--- src/rtl/mc_ctrl_pkg.sv ---
// Shared types, encodings and opcode tables for the multi-cycle MIPS control unit.
package mc_ctrl_pkg;

  localparam int unsigned StateW = 4;
  localparam int unsigned AluW   = 5;

  typedef enum logic [StateW-1:0] {
    StFetch   = 4'd0,
    StDecode  = 4'd1,
    StExecR   = 4'd2,
    StExecI   = 4'd3,
    StMemAddr = 4'd4,
    StMemRd   = 4'd5,
    StMemWr   = 4'd6,
    StWbAlu   = 4'd7,
    StWbMem   = 4'd8,
    StBranch  = 4'd9,
    StJump    = 4'd10
  } state_e;

  // Instruction class latched at DECODE; drives every later-state decision.
  typedef enum logic [3:0] {
    ClsIllegal, ClsRArith, ClsRShift, ClsIArith, ClsLw, ClsSw,
    ClsBeq, ClsBne, ClsJ, ClsJal, ClsJr
  } cls_e;

  // PC source
  localparam logic [1:0] PcNew = 2'd0, PcBranch = 2'd1, PcJump = 2'd2, PcJr = 2'd3;
  // Destination register
  localparam logic [1:0] DstRt = 2'd0, DstRd = 2'd1, DstRa = 2'd2;
  // Writeback source
  localparam logic [1:0] D2rAlu = 2'd0, D2rMem = 2'd1, D2rPc = 2'd2;
  // ALU operand selects
  localparam logic [1:0] SrcAPc = 2'd0, SrcARs = 2'd1, SrcAShamt = 2'd2;
  localparam logic [1:0] SrcBRt = 2'd0, SrcBFour = 2'd1, SrcBImm = 2'd2, SrcBImmSh2 = 2'd3;
  // Immediate extension
  localparam logic ExtZero = 1'b0, ExtSign = 1'b1;

  // ALU operations
  localparam logic [AluW-1:0] AluNop = 5'd0,  AluAdd = 5'd1,  AluSub = 5'd2,  AluAddu = 5'd3;
  localparam logic [AluW-1:0] AluSubu = 5'd4, AluAnd = 5'd5,  AluOr = 5'd6,   AluSlt = 5'd7;
  localparam logic [AluW-1:0] AluSll = 5'd8,  AluSrl = 5'd9,  AluSra = 5'd10, AluLui = 5'd11;

  // Opcodes
  localparam logic [5:0] OpRtype = 6'h00, OpJ = 6'h02, OpJal = 6'h03, OpBeq = 6'h04;
  localparam logic [5:0] OpBne = 6'h05, OpAddi = 6'h08, OpSlti = 6'h0a, OpAndi = 6'h0c;
  localparam logic [5:0] OpOri = 6'h0d, OpLui = 6'h0f, OpLw = 6'h23, OpSw = 6'h2b;

  // R-type function codes
  localparam logic [5:0] FnSll = 6'h00, FnSrl = 6'h02, FnSra = 6'h03, FnJr = 6'h08;
  localparam logic [5:0] FnAdd = 6'h20, FnAddu = 6'h21, FnSub = 6'h22, FnSubu = 6'h23;
  localparam logic [5:0] FnAnd = 6'h24, FnOr = 6'h25, FnSlt = 6'h2a;

  typedef struct packed {
    cls_e            cls;
    logic [AluW-1:0] aluop;
    logic            extop;
  } dec_t;

  function automatic dec_t mk_dec(input cls_e cls, input logic [AluW-1:0] aluop,
                                  input logic extop);
    dec_t d;
    d.cls   = cls;
    d.aluop = aluop;
    d.extop = extop;
    return d;
  endfunction

endpackage

--- src/rtl/mc_ctrl_if.sv ---
// Control bundle between the multi-cycle controller and the shared datapath.
interface mc_ctrl_if #(
  parameter int unsigned ALUOP_W = 5
);
  import mc_ctrl_pkg::*;

  logic [5:0]         opcode;
  logic [5:0]         func;
  logic               zero;
  logic               mem_ready;
  logic               IorD;
  logic               MemRead;
  logic               MemWrite;
  logic               IRWrite;
  logic               PCWrite;
  logic [1:0]         PC_sel;
  logic [1:0]         RegDst;
  logic               RegWrite;
  logic [1:0]         DatatoReg;
  logic [1:0]         ALUSrcA;
  logic [1:0]         ALUSrcB;
  logic               ExtOp;
  logic [ALUOP_W-1:0] ALUCtrl;
  logic [StateW-1:0]  state;
  logic               illegal;
  logic               bus_err;

  modport master (
    input  opcode, func, zero, mem_ready,
    output IorD, MemRead, MemWrite, IRWrite, PCWrite, PC_sel, RegDst, RegWrite,
           DatatoReg, ALUSrcA, ALUSrcB, ExtOp, ALUCtrl, state, illegal, bus_err
  );

  modport slave (
    output opcode, func, zero, mem_ready,
    input  IorD, MemRead, MemWrite, IRWrite, PCWrite, PC_sel, RegDst, RegWrite,
           DatatoReg, ALUSrcA, ALUSrcB, ExtOp, ALUCtrl, state, illegal, bus_err
  );

endinterface

--- src/rtl/mc_ctrl_decode.sv ---
// Combinational opcode/func decode into instruction class, ALU op and extension mode.
module mc_ctrl_decode import mc_ctrl_pkg::*; (
  input  logic [5:0] opcode,
  input  logic [5:0] func,
  output dec_t       dec,
  output logic       illegal
);

  // Table lookup; anything unlisted falls through as illegal.
  always_comb begin
    dec = mk_dec(ClsIllegal, AluNop, ExtZero);
    unique case (opcode)
      OpRtype: begin
        unique case (func)
          FnAdd:   dec = mk_dec(ClsRArith, AluAdd,  ExtZero);
          FnAddu:  dec = mk_dec(ClsRArith, AluAddu, ExtZero);
          FnSub:   dec = mk_dec(ClsRArith, AluSub,  ExtZero);
          FnSubu:  dec = mk_dec(ClsRArith, AluSubu, ExtZero);
          FnAnd:   dec = mk_dec(ClsRArith, AluAnd,  ExtZero);
          FnOr:    dec = mk_dec(ClsRArith, AluOr,   ExtZero);
          FnSlt:   dec = mk_dec(ClsRArith, AluSlt,  ExtZero);
          FnSll:   dec = mk_dec(ClsRShift, AluSll,  ExtZero);
          FnSrl:   dec = mk_dec(ClsRShift, AluSrl,  ExtZero);
          FnSra:   dec = mk_dec(ClsRShift, AluSra,  ExtZero);
          FnJr:    dec = mk_dec(ClsJr,     AluNop,  ExtZero);
          default: dec = mk_dec(ClsIllegal, AluNop, ExtZero);
        endcase
      end
      OpJ:     dec = mk_dec(ClsJ,      AluNop, ExtZero);
      OpJal:   dec = mk_dec(ClsJal,    AluNop, ExtZero);
      OpBeq:   dec = mk_dec(ClsBeq,    AluSub, ExtSign);
      OpBne:   dec = mk_dec(ClsBne,    AluSub, ExtSign);
      OpAddi:  dec = mk_dec(ClsIArith, AluAdd, ExtSign);
      OpSlti:  dec = mk_dec(ClsIArith, AluSlt, ExtSign);
      OpAndi:  dec = mk_dec(ClsIArith, AluAnd, ExtZero);
      OpOri:   dec = mk_dec(ClsIArith, AluOr,  ExtZero);
      OpLui:   dec = mk_dec(ClsIArith, AluLui, ExtZero);
      OpLw:    dec = mk_dec(ClsLw,     AluAdd, ExtSign);
      OpSw:    dec = mk_dec(ClsSw,     AluAdd, ExtSign);
      default: dec = mk_dec(ClsIllegal, AluNop, ExtZero);
    endcase
  end

  assign illegal = (dec.cls == ClsIllegal);

endmodule

--- src/rtl/mc_ctrl.sv ---
// Multi-cycle controller: FSM, latched instruction class and memory timeout counter.
module mc_ctrl import mc_ctrl_pkg::*; #(
  parameter int unsigned ALUOP_W     = 5,
  parameter int unsigned MEM_TIMEOUT = 0
) (
  input  logic       clk,
  input  logic       rstn,
  mc_ctrl_if.master  bus
);

  localparam int unsigned CntW = (MEM_TIMEOUT > 0) ? $clog2(MEM_TIMEOUT + 1) : 1;

  state_e          state_q;
  dec_t            dec;
  dec_t            dec_q;
  logic            dec_illegal;
  logic [CntW-1:0] cnt_q;
  logic            run_q;
  logic            mem_state;
  logic            timed_out;

  mc_ctrl_decode u_decode (
    .opcode  (bus.opcode),
    .func    (bus.func),
    .dec     (dec),
    .illegal (dec_illegal)
  );

  // run_q keeps every strobe quiet until the first edge after reset release.
  assign mem_state = run_q && (state_q inside {StFetch, StMemRd, StMemWr});
  // The limit is the count after MEM_TIMEOUT wait cycles; a same-cycle mem_ready still wins.
  assign timed_out = (MEM_TIMEOUT != 0) && mem_state && !bus.mem_ready &&
                     (cnt_q == CntW'(MEM_TIMEOUT));

  // State sequencing, class latch and wait counter.
  always_ff @(posedge clk or negedge rstn) begin
    if (!rstn) begin
      state_q <= StFetch;
      dec_q   <= mk_dec(ClsIllegal, AluNop, ExtZero);
      cnt_q   <= '0;
      run_q   <= 1'b0;
    end else if (!run_q) begin
      run_q <= 1'b1;
    end else begin
      // Counter only runs while a request is left waiting; any state change clears it.
      if ((MEM_TIMEOUT != 0) && mem_state && !bus.mem_ready && !timed_out) begin
        cnt_q <= cnt_q + CntW'(1);
      end else begin
        cnt_q <= '0;
      end
      unique case (state_q)
        StFetch: begin
          if (bus.mem_ready) state_q <= StDecode;
        end
        StDecode: begin
          dec_q <= dec;
          unique case (dec.cls)
            ClsRArith, ClsRShift:  state_q <= StExecR;
            ClsIArith:             state_q <= StExecI;
            ClsLw, ClsSw:          state_q <= StMemAddr;
            ClsBeq, ClsBne:        state_q <= StBranch;
            ClsJ, ClsJal, ClsJr:   state_q <= StJump;
            default:               state_q <= StFetch;
          endcase
        end
        StExecR, StExecI: state_q <= StWbAlu;
        StMemAddr: state_q <= (dec_q.cls == ClsSw) ? StMemWr : StMemRd;
        StMemRd: begin
          if (bus.mem_ready)  state_q <= StWbMem;
          else if (timed_out) state_q <= StFetch;
        end
        StMemWr: begin
          if (bus.mem_ready || timed_out) state_q <= StFetch;
        end
        default: state_q <= StFetch;
      endcase
    end
  end

  // Output decode from state and latched class; FETCH/BRANCH PCWrite are Mealy.
  always_comb begin
    bus.IorD      = 1'b0;
    bus.MemRead   = 1'b0;
    bus.MemWrite  = 1'b0;
    bus.IRWrite   = 1'b0;
    bus.PCWrite   = 1'b0;
    bus.PC_sel    = PcNew;
    bus.RegDst    = DstRt;
    bus.RegWrite  = 1'b0;
    bus.DatatoReg = D2rAlu;
    bus.ALUSrcA   = SrcAPc;
    bus.ALUSrcB   = SrcBRt;
    bus.ExtOp     = ExtZero;
    bus.ALUCtrl   = '0;
    bus.illegal   = 1'b0;
    bus.bus_err   = timed_out;
    bus.state     = state_q;
    if (run_q) begin
      unique case (state_q)
        StFetch: begin
          bus.MemRead = 1'b1;
          bus.ALUSrcB = SrcBFour;
          bus.ALUCtrl = ALUOP_W'(AluAdd);
          bus.IRWrite = bus.mem_ready;
          bus.PCWrite = bus.mem_ready;
        end
        StDecode: begin
          // Speculative branch target PC + (sext(imm) << 2).
          bus.ALUSrcB = SrcBImmSh2;
          bus.ExtOp   = ExtSign;
          bus.ALUCtrl = ALUOP_W'(AluAdd);
          bus.illegal = dec_illegal;
        end
        StExecR: begin
          bus.ALUSrcA = (dec_q.cls == ClsRShift) ? SrcAShamt : SrcARs;
          bus.ALUSrcB = SrcBRt;
          bus.ALUCtrl = ALUOP_W'(dec_q.aluop);
        end
        StExecI: begin
          bus.ALUSrcA = SrcARs;
          bus.ALUSrcB = SrcBImm;
          bus.ExtOp   = dec_q.extop;
          bus.ALUCtrl = ALUOP_W'(dec_q.aluop);
        end
        StMemAddr: begin
          bus.ALUSrcA = SrcARs;
          bus.ALUSrcB = SrcBImm;
          bus.ExtOp   = ExtSign;
          bus.ALUCtrl = ALUOP_W'(AluAdd);
        end
        StMemRd: begin
          bus.IorD    = 1'b1;
          bus.MemRead = 1'b1;
        end
        StMemWr: begin
          bus.IorD     = 1'b1;
          bus.MemWrite = 1'b1;
        end
        StWbAlu: begin
          bus.RegWrite  = 1'b1;
          bus.DatatoReg = D2rAlu;
          bus.RegDst    = (dec_q.cls == ClsIArith) ? DstRt : DstRd;
        end
        StWbMem: begin
          bus.RegWrite  = 1'b1;
          bus.DatatoReg = D2rMem;
          bus.RegDst    = DstRt;
        end
        StBranch: begin
          bus.ALUSrcA = SrcARs;
          bus.ALUSrcB = SrcBRt;
          bus.ALUCtrl = ALUOP_W'(AluSub);
          bus.PC_sel  = PcBranch;
          bus.PCWrite = (dec_q.cls == ClsBne) ? ~bus.zero : bus.zero;
        end
        StJump: begin
          bus.PCWrite = 1'b1;
          bus.PC_sel  = (dec_q.cls == ClsJr) ? PcJr : PcJump;
          // Link value is the PC already advanced in FETCH.
          if (dec_q.cls == ClsJal) begin
            bus.RegWrite  = 1'b1;
            bus.RegDst    = DstRa;
            bus.DatatoReg = D2rPc;
          end
        end
        default: ;
      endcase
    end
  end

endmodule

--- src/flat_wrapper.sv ---
// flat-port wrapper written by rule: the top's interface ports become plain ports
module mc_ctrl_flat import mc_ctrl_pkg::*;
#(
  parameter int unsigned ALUOP_W     = 5,
  parameter int unsigned MEM_TIMEOUT = 0
)
  (clk, rstn, bus_opcode, bus_func, bus_zero, bus_mem_ready, bus_IorD, bus_MemRead, bus_MemWrite, bus_IRWrite, bus_PCWrite, bus_PC_sel, bus_RegDst, bus_RegWrite, bus_DatatoReg, bus_ALUSrcA, bus_ALUSrcB, bus_ExtOp, bus_ALUCtrl, bus_state, bus_illegal, bus_bus_err);
  mc_ctrl_if #(.ALUOP_W(ALUOP_W)) bus_i ();
  input  logic clk;
  input  logic rstn;
  input wire logic [$bits(bus_i.opcode)-1:0] bus_opcode;
  input wire logic [$bits(bus_i.func)-1:0] bus_func;
  input wire logic [$bits(bus_i.zero)-1:0] bus_zero;
  input wire logic [$bits(bus_i.mem_ready)-1:0] bus_mem_ready;
  output wire logic [$bits(bus_i.IorD)-1:0] bus_IorD;
  output wire logic [$bits(bus_i.MemRead)-1:0] bus_MemRead;
  output wire logic [$bits(bus_i.MemWrite)-1:0] bus_MemWrite;
  output wire logic [$bits(bus_i.IRWrite)-1:0] bus_IRWrite;
  output wire logic [$bits(bus_i.PCWrite)-1:0] bus_PCWrite;
  output wire logic [$bits(bus_i.PC_sel)-1:0] bus_PC_sel;
  output wire logic [$bits(bus_i.RegDst)-1:0] bus_RegDst;
  output wire logic [$bits(bus_i.RegWrite)-1:0] bus_RegWrite;
  output wire logic [$bits(bus_i.DatatoReg)-1:0] bus_DatatoReg;
  output wire logic [$bits(bus_i.ALUSrcA)-1:0] bus_ALUSrcA;
  output wire logic [$bits(bus_i.ALUSrcB)-1:0] bus_ALUSrcB;
  output wire logic [$bits(bus_i.ExtOp)-1:0] bus_ExtOp;
  output wire logic [$bits(bus_i.ALUCtrl)-1:0] bus_ALUCtrl;
  output wire logic [$bits(bus_i.state)-1:0] bus_state;
  output wire logic [$bits(bus_i.illegal)-1:0] bus_illegal;
  output wire logic [$bits(bus_i.bus_err)-1:0] bus_bus_err;
  assign bus_i.opcode = bus_opcode;
  assign bus_i.func = bus_func;
  assign bus_i.zero = bus_zero;
  assign bus_i.mem_ready = bus_mem_ready;
  assign bus_IorD = bus_i.IorD;
  assign bus_MemRead = bus_i.MemRead;
  assign bus_MemWrite = bus_i.MemWrite;
  assign bus_IRWrite = bus_i.IRWrite;
  assign bus_PCWrite = bus_i.PCWrite;
  assign bus_PC_sel = bus_i.PC_sel;
  assign bus_RegDst = bus_i.RegDst;
  assign bus_RegWrite = bus_i.RegWrite;
  assign bus_DatatoReg = bus_i.DatatoReg;
  assign bus_ALUSrcA = bus_i.ALUSrcA;
  assign bus_ALUSrcB = bus_i.ALUSrcB;
  assign bus_ExtOp = bus_i.ExtOp;
  assign bus_ALUCtrl = bus_i.ALUCtrl;
  assign bus_state = bus_i.state;
  assign bus_illegal = bus_i.illegal;
  assign bus_bus_err = bus_i.bus_err;
  mc_ctrl #(.ALUOP_W(ALUOP_W), .MEM_TIMEOUT(MEM_TIMEOUT)) u_core (.clk(clk), .rstn(rstn), .bus(bus_i));
endmodule
--- config.mk ---
export PLATFORM = sky130hd
export DESIGN_NAME = mc_ctrl_flat
export DESIGN_NICKNAME = d
export VERILOG_FILES = /design/src/rtl/mc_ctrl_pkg.sv /design/src/rtl/mc_ctrl_if.sv /design/src/rtl/mc_ctrl_decode.sv /design/src/rtl/mc_ctrl.sv /design/src/flat_wrapper.sv
export SDC_FILE = /design/constraint.sdc
export NUM_CORES = 1
export LEC_CHECK = 0
export ABC_CLOCK_PERIOD_IN_PS = 2200
export CORE_ASPECT_RATIO = 1.2
export CORE_MARGIN = 1.5
export CORE_UTILIZATION = 38
export CTS_CLUSTER_DIAMETER = 150
export CTS_CLUSTER_SIZE = 8
export DETAILED_ROUTE_END_ITERATION = 16
export PLACE_DENSITY = 0.75
export SYNTH_ARGS = -nofsm -noshare
export SYNTH_HDL_FRONTEND = slang
export SYNTH_SLANG_ARGS = --single-unit
--- constraint.sdc ---
create_clock -name clk -period 2.2 [get_ports clk]
set_input_delay 0.33 -clock clk [delete_from_list [all_inputs] [get_ports clk]]
set_output_delay 0.33 -clock clk [all_outputs]
set_load 0.05 [all_outputs]
==> impl_metrics.py <==
metrics = {
    "run_status": {
        "outcome": "finished clean",
    },
    "global_routing": {
        "grt_max_degree": 19,
        "grt_use_total_pct": 22.2,
        "grt_overflow": 0,
        "antenna_found_initial": 0,
        "grt_pass1_wl_microns": 7680,
        "grt_pass1_vias": 1762,
    },
    "worst_setup_path": {
        "cp_max_fo": 2,
        "cp-end-kind": "output port",
        "crit_chain": "nand2b_4 -> nor3_4 -> nand2_4 -> or3b_4 -> nor3_4 -> buf_12",
        "r2r_start": "u_core.bus.state[1]",
        "cp.required_ps": 1870,
        "cp.depth": 6,
        "startpoint": "u_core.bus.state[3]",
        "crit_slowest_cell": "dfrtp_2",
        "crit_path_frequent_cell": "nor3_4",
        "critical_path_buf_inv_count": 1,
        "start_kind": "register",
        "r2r_slack_ps": 470,
        "worstReg2RegEnd": "u_core.bus.state[1]",
        "ff2ff_path_depth": 5,
        "worstPathArrival_ps": 1840,
        "crit_type": "reg -> out",
        "cpPeakStageDelay_ps": 400,
        "worstSetupEndpoint": "bus_illegal",
        "crit_family": "simple AND/OR/NAND/NOR gates",
    },
    "detailed_routing": {
        "wl_per_cell_microns": 14.0,
        "drc": 0,
        "ant_nets": 0,
        "routed_wl_microns": 4650,
        "vias_per_cell": 5.57,
        "drt_iter0_markers": 63,
        "drt_pass1_iterations": 4,
        "num_vias": 1854,
    },
    "finish": {
        "area_growth_pct": 69.6,
        "nets": 296,
        "n_antenna_cell": 0,
        "multiInputGateArea_sq_um": 1250,
        "utilization_pct": 67.2,
        "fillers": 330,
        "regArea_sq_um": 355,
        "drive_gt1_share_pct": 38.0,
    },
    "die": {
        "boundaryPins": 44,
        "fp-row-count": 25,
        "core-area_sq_um": 3940,
        "start_util_pct": 39.7,
        "die_h_microns": 73.3,
        "die_x_microns": 61.5,
        "die-area_sq_um": 4510,
    },
    "cts": {
        "clkSlewWorstSetupHoldPaths_ps": 60,
        "numCtsBuffers": 3,
        "cts_root_buf": "clkbuf_8",
        "cts_buffer_depth": 2,
        "cts_hold_repair.buffers": 0,
        "cts_tree": "built",
        "clock_latency_ps": 240,
        "htree_levels": 1,
        "cts_num_sinks": 14,
    },
    "pwr": {
        "pwr_density_cell_nw_per_um2": 977,
        "ir_worst_vdd_mv": 0.371,
        "leakagePower_nw": 1.06,
    },
    "placement": {
        "hpwl_microns": 3590,
        "place.gp.congestion": 0.876,
        "dpl_worst_slack_ps": -194,
        "port_buffers": 41,
    },
    "timing": {
        "setup_violations": 0,
        "fin_crit_sh_pct": 98.6,
        "relSlewSlack_pct": 60.2,
        "hold_viol_final": 0,
        "drv_slew": 0,
        "period_minus_slack_ps": 2170,
        "skew_ps": 3.16,
        "worstMarginPinSlew_ps": 595,
        "fmax_mhz": 461,
        "rsz0062_at_grt": "true",
        "post-route-worst-setup-slack_ps": 30.9,
    },
    "yosys": {
        "synth-main-ff-cell": "dfrtp_1",
        "synthArstFlopShare_pct": 100,
        "yosys_warnings": 0,
        "synthCells": 216,
        "synth_edf_count": 0,
        "synth_seq_cells": 14,
        "synth_area_sq_um": 1560,
        "yosysSeqAreaShare_pct": 22.4,
        "synth_cell_types": 58,
        "syn_avg_cell_area_sq_um": 7.23,
    },
    "hold_path": {
        "hold_path_class": "in -> async",
    },
    "job": {
        "maxCapViolations": 0,
    },
}
==> final cells by class <==
| cell class | count | area share, % |
|---|---|---|
| Tap cell | 54 | 2.55 |
| Timing Repair Buffer | 79 | 33.6 |
| Inverter | 7 | 0.992 |
| Sequential cell | 14 | 13.4 |
| Clock buffer | 4 | 2.08 |
| Multi-Input combinational cell | 175 | 47.4 |
==> cell usage after synthesis, types with 2 or more instances <==
| library cell | count | share of area (%) |
|---|---|---|
| buf_4 | 5 | 2.4 |
| nand2b_1 | 13 | 5.2 |
| nor2_1 | 25 | 6.0 |
| o21ai_1 | 3 | 0.96 |
| xor2_1 | 3 | 1.7 |
| buf_2 | 6 | 1.9 |
| and3b_1 | 2 | 1.1 |
| nor3b_1 | 2 | 0.96 |
| o21ai_0 | 13 | 4.2 |
| xnor2_1 | 3 | 1.7 |
| inv_1 | 7 | 1.7 |
| dfrtp_1 | 14 | 22 |
| o31ai_1 | 2 | 0.96 |
| a31oi_1 | 5 | 2.0 |
| a21oi_1 | 11 | 3.5 |
| nand3_1 | 4 | 1.3 |
| o32a_1 | 2 | 1.3 |
| a22oi_1 | 2 | 0.96 |
| nor2b_1 | 4 | 1.6 |
| o32ai_1 | 2 | 1.1 |
| a2111oi_0 | 2 | 1.1 |
| buf_6 | 2 | 1.4 |
| o211ai_1 | 2 | 0.96 |
| nor4_1 | 4 | 1.6 |
| clkbuf_1 | 7 | 1.7 |
| and2_1 | 5 | 2.0 |
| nand3b_1 | 4 | 1.9 |
| nand2_1 | 20 | 4.8 |
| conb_1 | 2 | 0.48 |
| nor3_1 | 11 | 3.5 |
| o21a_1 | 2 | 0.96 |
==> where the power goes <==
group / total (mW) / internal, mW / switching [mW] / leakage, nW
clock network: 0.240 / 0.158 / 0.0817 / 0.0288
registers: 0.493 / 0.358 / 0.134 / 0.175
logic: 1.86 / 0.797 / 1.06 / 0.853
total: 2.59 / 1.31 / 1.28 / 1.06
==> what timing repair did <==
item,in CTS,in global routing
buffers inserted,4,0
cloned,0,0
setup endpoints to repair,2,10
resized for setup,21,10
pin swaps,7,2
==> flip-flops by register name, summed over array words and instances (netlist names) <==
signal,flops
u_core.dec_q,9
u_core.bus.state,4
u_core.run_q,1
==> per-stage QoR <==
stage	hold WS [ps]	power, mW	instances	area, sq um	TNS (ps)
2_1_floorplan	34.4	1.60	217	1680	-1690
3_3_place_gp	459	2.23	325	2480	-436
3_5_place_dp	463	2.26	325	2480	-557
4_1_cts	476	2.54	333	2620	0
5_1_grt	520	2.74	333	2650	-11.6
6_report	467	2.59	333	2650	0
==> how the worst min path moves through the flow <==
stage | start | to | slack [ps] | cells past startpoint
after global routing | rstn | u_core.dec_q[3] | 520 | 1
after floorplan | rstn | u_core.bus.state[0] | 30 | 0
after global placement | u_core.dec_q[4] | u_core.dec_q[4] | 460 | 2
after CTS | u_core.dec_q[3] | u_core.dec_q[3] | 480 | 2
final | rstn | u_core.dec_q[6] | 470 | 1
after detailed placement | u_core.dec_q[3] | u_core.dec_q[3] | 460 | 2
==> logic make-up after synthesis <==
| logic type | share of synthesized area, % |
|---|---|
| flip-flops | 22.4 |
| buffers and inverters | 9.37 |
| AND/OR/NAND/NOR | 39.2 |
| multiplexers | 0.641 |
| XOR/XNOR | 3.36 |
| AO/OA/AOI/OAI | 24.5 |
| other | 0.481 |
==> layer usage <==
metal  routed length (microns)  track usage [%]  vias to the layer above
met1                      1750             24.7                      858
met3                       183             1.58                       16
met4                       193             12.8                        0
met2                      2520             39.8                       82
met5                         0                0                        -
li1                          -                -                      898
==> cell usage in the layout, fill, tap and decap left out, types with 3 or more instances in the layout <==
cell type and instances:
buf_4 37, nand2_1 20, nor2_1 20, buf_12 20, o21ai_0 13, dfrtp_1 10, nor3_1 9, nand2b_1 9
clkdlybuf4s50_1 9, a21oi_1 8, inv_1 7, dlygate4sd2_1 7, and2_1 5, buf_6 5, nor2b_1 4, nand3b_1 4
nand3_1 4, a31oi_1 4, clkbuf_8 4, dfrtp_2 4, nor2_2 3, nor3_4 3, nand2b_4 3, xor2_1 3
nor4_1 3, o21ai_1 3, conb_1 3
Power figures use the tool's default switching activity.
